### config.mk
export PLATFORM = sky130hd
export DESIGN_NAME = cp0_timed
export DESIGN_NICKNAME = d
export VERILOG_FILES = /design/src/rtl/cp0_pkg.sv /design/src/rtl/cp0_timer.sv /design/src/rtl/cp0_timed.sv
export SDC_FILE = /design/constraint.sdc
export NUM_CORES = 1
export LEC_CHECK = 0
export CAP_MARGIN = 40
export CORE_MARGIN = 10
export CORE_UTILIZATION = 50
export DETAILED_ROUTE_END_ITERATION = 8
export PLACE_DENSITY = 0.79
export SLEW_MARGIN = 20
export SYNTH_ARGS = -nofsm -noshare
export SYNTH_HDL_FRONTEND = slang
export SYNTH_SLANG_ARGS = --single-unit
### constraint.sdc
create_clock -name clk -period 3.03 [get_ports clk]
set_input_delay 0.606 -clock clk [delete_from_list [all_inputs] [get_ports clk]]
set_output_delay 0.606 -clock clk [all_outputs]
set_load 0.005 [all_outputs]
### src/rtl/cp0_pkg.sv
// rtl/cp0_pkg.sv - CP0 register numbers, exception codes and EPC helper
package cp0_pkg;

  localparam logic [4:0] CP0_COUNT   = 5'd9;
  localparam logic [4:0] CP0_COMPARE = 5'd11;
  localparam logic [4:0] CP0_SR      = 5'd12;
  localparam logic [4:0] CP0_CAUSE   = 5'd13;
  localparam logic [4:0] CP0_EPC     = 5'd14;
  localparam logic [4:0] CP0_PRID    = 5'd15;

  typedef enum logic [4:0] {
    EXC_INT  = 5'd0,
    EXC_ADEL = 5'd4,
    EXC_ADES = 5'd5,
    EXC_RI   = 5'd10,
    EXC_OV   = 5'd12
  } exc_code_e;

  // Word-aligned trap PC; a delay-slot fault restarts at the branch.
  function automatic logic [31:0] trap_epc(input logic [31:0] pc, input logic in_ds);
    logic [31:0] w_base;
    w_base = {pc[31:2], 2'b00};
    return in_ds ? (w_base - 32'd4) : w_base;
  endfunction

endpackage

### src/rtl/cp0_timer.sv
// rtl/cp0_timer.sv - Count/Compare timer with prescaler and sticky TI
module cp0_timer
  import cp0_pkg::*;
#(
  parameter int TICK_DIV = 1
) (
  input  logic        clk,
  input  logic        rst,
  input  logic        we_count,
  input  logic        we_compare,
  input  logic        we_ti,
  input  logic        ti_wdata,
  input  logic [31:0] wr_data,
  output logic [31:0] count,
  output logic [31:0] compare,
  output logic        ti
);

  localparam int PW = (TICK_DIV > 1) ? $clog2(TICK_DIV) : 1;

  logic [PW-1:0] r_presc;
  logic [31:0]   r_count;
  logic [31:0]   r_compare;
  logic          r_inc;
  logic          r_ti;
  logic          w_tick;

  assign w_tick  = (r_presc == PW'(TICK_DIV - 1));
  assign count   = r_count;
  assign compare = r_compare;
  assign ti      = r_ti;

  // Prescaler and Count; a Count write restarts the prescale period.
  always_ff @(posedge clk) begin
    if (rst) begin
      r_presc <= '0;
      r_count <= '0;
      r_inc   <= 1'b0;
    end else if (we_count) begin
      r_presc <= '0;
      r_count <= wr_data;
      r_inc   <= 1'b0;
    end else if (w_tick) begin
      r_presc <= '0;
      r_count <= r_count + 32'd1;
      r_inc   <= 1'b1;
    end else begin
      r_presc <= r_presc + 1'b1;
      r_inc   <= 1'b0;
    end
  end

  // Compare register.
  always_ff @(posedge clk) begin
    if (rst)             r_compare <= '0;
    else if (we_compare) r_compare <= wr_data;
  end

  // TI: set only the cycle after an increment lands on Compare; Compare write clears it first.
  always_ff @(posedge clk) begin
    if (rst)                                 r_ti <= 1'b0;
    else if (we_compare)                     r_ti <= 1'b0;
    else if (we_ti)                          r_ti <= ti_wdata;
    else if (r_inc && r_count == r_compare)  r_ti <= 1'b1;
  end

endmodule

### src/rtl/cp0_timed.sv
// rtl/cp0_timed.sv - CP0 with SR/Cause/EPC/PRId, trap logic and timer
module cp0_timed
  import cp0_pkg::*;
#(
  parameter int          N_HWINT  = 6,
  parameter int          TICK_DIV = 1,
  parameter logic [31:0] PRID     = 32'h0000_8001
) (
  input  logic               clk,
  input  logic               rst,
  input  logic [4:0]         rd_addr,
  output logic [31:0]        rd_data,
  input  logic [4:0]         wr_addr,
  input  logic [31:0]        wr_data,
  input  logic               we,
  input  logic               eret,
  input  logic               in_delay_slot,
  input  logic [N_HWINT-1:0] hw_int,
  input  logic [4:0]         exc_code,
  input  logic [31:0]        pc_now,
  output logic [31:0]        epc,
  output logic               go_handle,
  output logic               timer_irq
);

  logic [7:0]  r_im;
  logic        r_exl;
  logic        r_ie;
  logic        r_bd;
  logic [4:0]  r_exc;
  logic [31:0] r_epc;

  logic [7:0]  w_ip;
  logic        w_int_req;
  logic        w_exc_req;
  logic        w_wr;
  logic        w_wr_sr;
  logic        w_wr_cause;
  logic        w_wr_epc;
  logic [31:0] w_count;
  logic [31:0] w_compare;
  logic        w_ti;

  // Pending bits: hardware lines pass straight through, IP[7] is the timer.
  always_comb begin
    w_ip              = '0;
    w_ip[N_HWINT-1:0] = hw_int;
    w_ip[7]           = w_ti;
  end

  assign w_int_req  = (|(w_ip & r_im)) & r_ie & ~r_exl;
  assign w_exc_req  = (exc_code != 5'd0) & ~r_exl;
  assign go_handle  = w_int_req | w_exc_req;
  assign w_wr       = we & ~go_handle;
  assign w_wr_sr    = w_wr && (wr_addr == CP0_SR);
  assign w_wr_cause = w_wr && (wr_addr == CP0_CAUSE);
  assign w_wr_epc   = w_wr && (wr_addr == CP0_EPC);
  assign epc        = r_epc;
  assign timer_irq  = w_ti;

  cp0_timer #(.TICK_DIV(TICK_DIV)) u_timer (
    .clk        (clk),
    .rst        (rst),
    .we_count   (w_wr && (wr_addr == CP0_COUNT)),
    .we_compare (w_wr && (wr_addr == CP0_COMPARE)),
    .we_ti      (w_wr_cause),
    .ti_wdata   (wr_data[15]),
    .wr_data    (wr_data),
    .count      (w_count),
    .compare    (w_compare),
    .ti         (w_ti)
  );

  // SR/Cause/EPC: trap entry overrides software writes and eret.
  always_ff @(posedge clk) begin
    if (rst) begin
      r_im  <= '0;
      r_exl <= 1'b0;
      r_ie  <= 1'b0;
      r_bd  <= 1'b0;
      r_exc <= '0;
      r_epc <= '0;
    end else if (go_handle) begin
      r_exl <= 1'b1;
      r_bd  <= in_delay_slot;
      r_exc <= w_int_req ? 5'(EXC_INT) : exc_code;
      r_epc <= trap_epc(pc_now, in_delay_slot);
    end else begin
      if (w_wr_sr) begin
        r_im  <= wr_data[15:8];
        r_exl <= wr_data[1];
        r_ie  <= wr_data[0];
      end else if (eret) begin
        r_exl <= 1'b0;
      end
      if (w_wr_cause) begin
        r_bd  <= wr_data[31];
        r_exc <= wr_data[6:2];
      end
      if (w_wr_epc) r_epc <= wr_data;
    end
  end

  // Read mux returns the current (pre-write) register contents.
  always_comb begin
    rd_data = '0;
    case (rd_addr)
      CP0_COUNT:   rd_data = w_count;
      CP0_COMPARE: rd_data = w_compare;
      CP0_SR:      rd_data = {16'b0, r_im, 6'b0, r_exl, r_ie};
      CP0_CAUSE:   rd_data = {r_bd, w_ti, 14'b0, w_ip, 1'b0, r_exc, 2'b00};
      CP0_EPC:     rd_data = r_epc;
      CP0_PRID:    rd_data = PRID;
      default:     rd_data = '0;
    endcase
  end

endmodule

==> summary.md <==
| Metric | Value |
|---|---|
| Top cell type's share of synthesized area | 32.4% |
| Top_reg_cell synth | dfxtp_1 |
| Hold Crit Class | flop to flop |
| PD cells | 442 nW/um^2 |
| Worst Tran Pin Value | 0.718 ns |
| Final hold viol count | 0 |
| CTS clk-pin slew, worst paths | 0.05 ns |
| YS warnings | 0 |
| F_max | 0.337 GHz |
| Final setup viols | 0 |
| Netlist Area Pre-Place | 7110 um^2 |
| Multi-input logic area | 4500 um^2 |
| Synthesized Nets | 940 |
| First-pass GRT wire length | 38.4 mm |
| Leak pwr | 3.80 nW |
| Max Slew Vio Count | 0 |
| Core area | 13900 um^2 |
| Synth top area cells | dfxtp_1 (32%), mux2i_1 (9.2%), xor2_1 (7.5%), a211oi_1 (5.0%), nor2_1 (4.4%) |
| Synth Instances | 848 |
| Area Overhead vs Synth | 34.5% |
| Clock buffer depth | 2 |
| DRC | 0 |
| Largest net degree at the start of global routing | 44 |
| Initial core utilization | 51.2% |
| Final Util | 68.8% |
| NumNets Final | 1090 |
| Register area | 2300 um^2 |
| Initial antenna violation count | 0 |
| ANT nets after route | 0 |
| Status | finished clean |
| Remaining Overflow, GRT | 0 |
| Max IR drop VDD | 410 uV |
| DP HPWL | 18.0 mm |
| Syn Area/Cell | 8.38 um^2 |
| Via count | 7099 |
| GP Congestion | 0.941 |
| Async set-reset flop share out of synthesis | 0% |
| Clock root buffer | clkbuf_16 |
| Nature of the critical path endpoint | primary output |
| CTS tree | built |
| Drt wl/cell | 20.7 um |
| Clk sinks | 115 |
| EDFF count, synth | 0 |
| Worst Path Arrival | 2.36 ns |
| Slew headroom | 52.0% |
| Die Y-Extent | 139 um |
| Hold Path Depth | 2 |
| Seq/Total Area, Yosys | 32.4% |
| CP Data Required Time | 2.42 ns |
| Initial DRC Count | 916 |
| # placed instances | 1157 |
| Number of buffers created by CTS | 17 |
| Routed vias/inst | 5.96 |
| Row cnt | 43 |
| Layout cells sized above 1 | 17.1% |
| Clock latency on the worst-skew pair | 0.42 ns |
| Largest area contributor in the netlist | dfxtp_1 |
| Port bufs | 153 |
| Ant diodes | 0 |
| Die width | 139 um |
| Setup CP Type | input pin to primary output |
| 1st-pass router iterations | 7 |
| Tot GR Track Use | 24.5% |
| FF-to-FF path depth | 6 |
| Vias in the first global route | 6755 |
| Hold-fix buffers, CTS | 0 |
| # fillers | 1133 |
| Final WL | 24.7 mm |
| CP Launch Type | input pin |
| #FFs+latches synth | 115 |
| Min cycle time layout | 2.97 ns |
| Final std cells w/o fill | 1191 |
| Crit-path max FO | 25 |
| Synth unique cells | 53 |
| Die area | 19400 um^2 |
| CTS H-tree depth | 4 |
| Fin crit share | 97.9% |
| Clock skew | 0.00593 ns |
| Io pins | 156 |
| Max Cap Viol | 0 |
==> final cells by class <==
class,count,share of cell area (%)
clock buffers,20,4.78
clock inverters,12,1.39
inverters,8,0.314
multi-input cells,658,47.1
flip-flops and latches,115,24.1
well taps,180,2.36
repair buffers,198,20.0
==> metal layers <==
layer  part of all wire (%)  global-route usage [%]
met1                     43                    32.8
met2                     45                    37.8
met3                    9.6                    5.72
met4                    2.4                    7.91
met5                      0                       0
==> registers in the layout (all words and copies together), names as in the netlist <==
| name | flops |
|---|---|
| u_timer.count | 32 |
| r_exc | 5 |
| r_im | 8 |
| r_exl | 1 |
| r_bd | 1 |
| r_ie | 1 |
| u_timer.ti | 1 |
| epc | 32 |
| u_timer.compare | 32 |
| u_timer.r_presc | 1 |
| u_timer.r_inc | 1 |
==> cells in the final DEF (no fill, tap or decap), types with 7 or more instances in the layout <==
master | netlist | routed
dfxtp_1 | 115 | 115
buf_4 | 0 | 39
dlygate4sd2_1 | 0 | 30
a21oi_1 | 21 | 21
nand2_2 | 30 | 30
xnor2_1 | 28 | 28
nor2_1 | 83 | 81
a22oi_1 | 11 | 11
nor4_1 | 20 | 20
inv_1 | 8 | 7
mux2i_1 | 65 | 65
o21ai_0 | 42 | 36
nand3_1 | 18 | 17
a211oi_1 | 47 | 47
clkbuf_16 | 0 | 17
xor2_1 | 61 | 61
nor3_1 | 25 | 25
mux2_2 | 17 | 17
a21oi_2 | 30 | 30
nand4_1 | 20 | 20
nand2_1 | 73 | 73
clkdlybuf4s50_1 | 0 | 118
==> final timing paths <==
path                                                         end                        startpoint  slack (ns)
worst max-delay path                                 rd_data[25]                        rd_addr[2]        0.06
worst min register to register  u_timer.compare[22]$_SDFFE_PP0P_  u_timer.compare[22]$_SDFFE_PP0P_        0.48
worst min-delay path            u_timer.compare[22]$_SDFFE_PP0P_  u_timer.compare[22]$_SDFFE_PP0P_        0.48
worst max register to register    u_timer.count[12]$_SDFFE_PP0P_              r_im[5]$_SDFFE_PP0P_        0.73
==> repair_timing <==
action | 4_1_cts | 5_1_grt
pin swaps | 1 | 1
resized for setup | 46 | 2
setup endpoints to repair | 32 | 8
setup buffers | 1 | 1
==> cell usage after synthesis (all sizes together) (18+ instances only) <==
library cell / instances
dfxtp: 115
nand2: 103
nor2: 83
mux2i: 65
xor2: 61
a21oi: 51
a211oi: 48
o21ai: 42
clkbuf: 39
buf: 28
xnor2: 28
nor3: 25
nor4: 21
nand4: 20
nand3: 18
==> power by group <==
| group | leakage [nW] | switching [mW] | internal, mW |
|---|---|---|---|
| combinational | 2.59 | 0.286 | 0.314 |
| sequential | 0.938 | 0.0673 | 1.57 |
| clock | 0.270 | 0.738 | 1.25 |
==> metrics by stage <==
stage | setup TNS, ns | instance area, um^2 | hold WS [ns] | setup WS [ns] | power, mW
CTS | 0 | 9540 | 0.487 | 0.0561 | 4.22
finish | 0 | 9560 | 0.484 | 0.0645 | 4.23
global placement | -5.78 | 8950 | 0.468 | -0.228 | 2.25
detailed placement | -5.99 | 8950 | 0.478 | -0.239 | 2.26
global route | -0.00481 | 9560 | 0.498 | -0.00481 | 4.36
floorplan | 0 | 7110 | 0.461 | 0.385 | 1.89
==> critical path: stages <==
cell             delay (ns)
clkdlybuf4s50_1        0.42
buf_4                  0.14
or3_1                  0.38
buf_12                 0.18
buf_4                  0.16
o21ai_0                0.19
dlygate4sd2_1          0.26
==> kinds of logic after synthesis <==
| kind of cell | share of synthesized area (%) |
|---|---|
| AO/OA/AOI/OAI | 17.0 |
| adder cells (fa/ha/maj) | 0.352 |
| multiplexers | 11.9 |
| AND/OR/NAND/NOR | 22.4 |
| flip-flops | 32.4 |
| buffers and inverters | 4.95 |
| XOR/XNOR | 11.0 |
| other | 0.0528 |
Note: power is estimated with default switching activity, not from simulation.
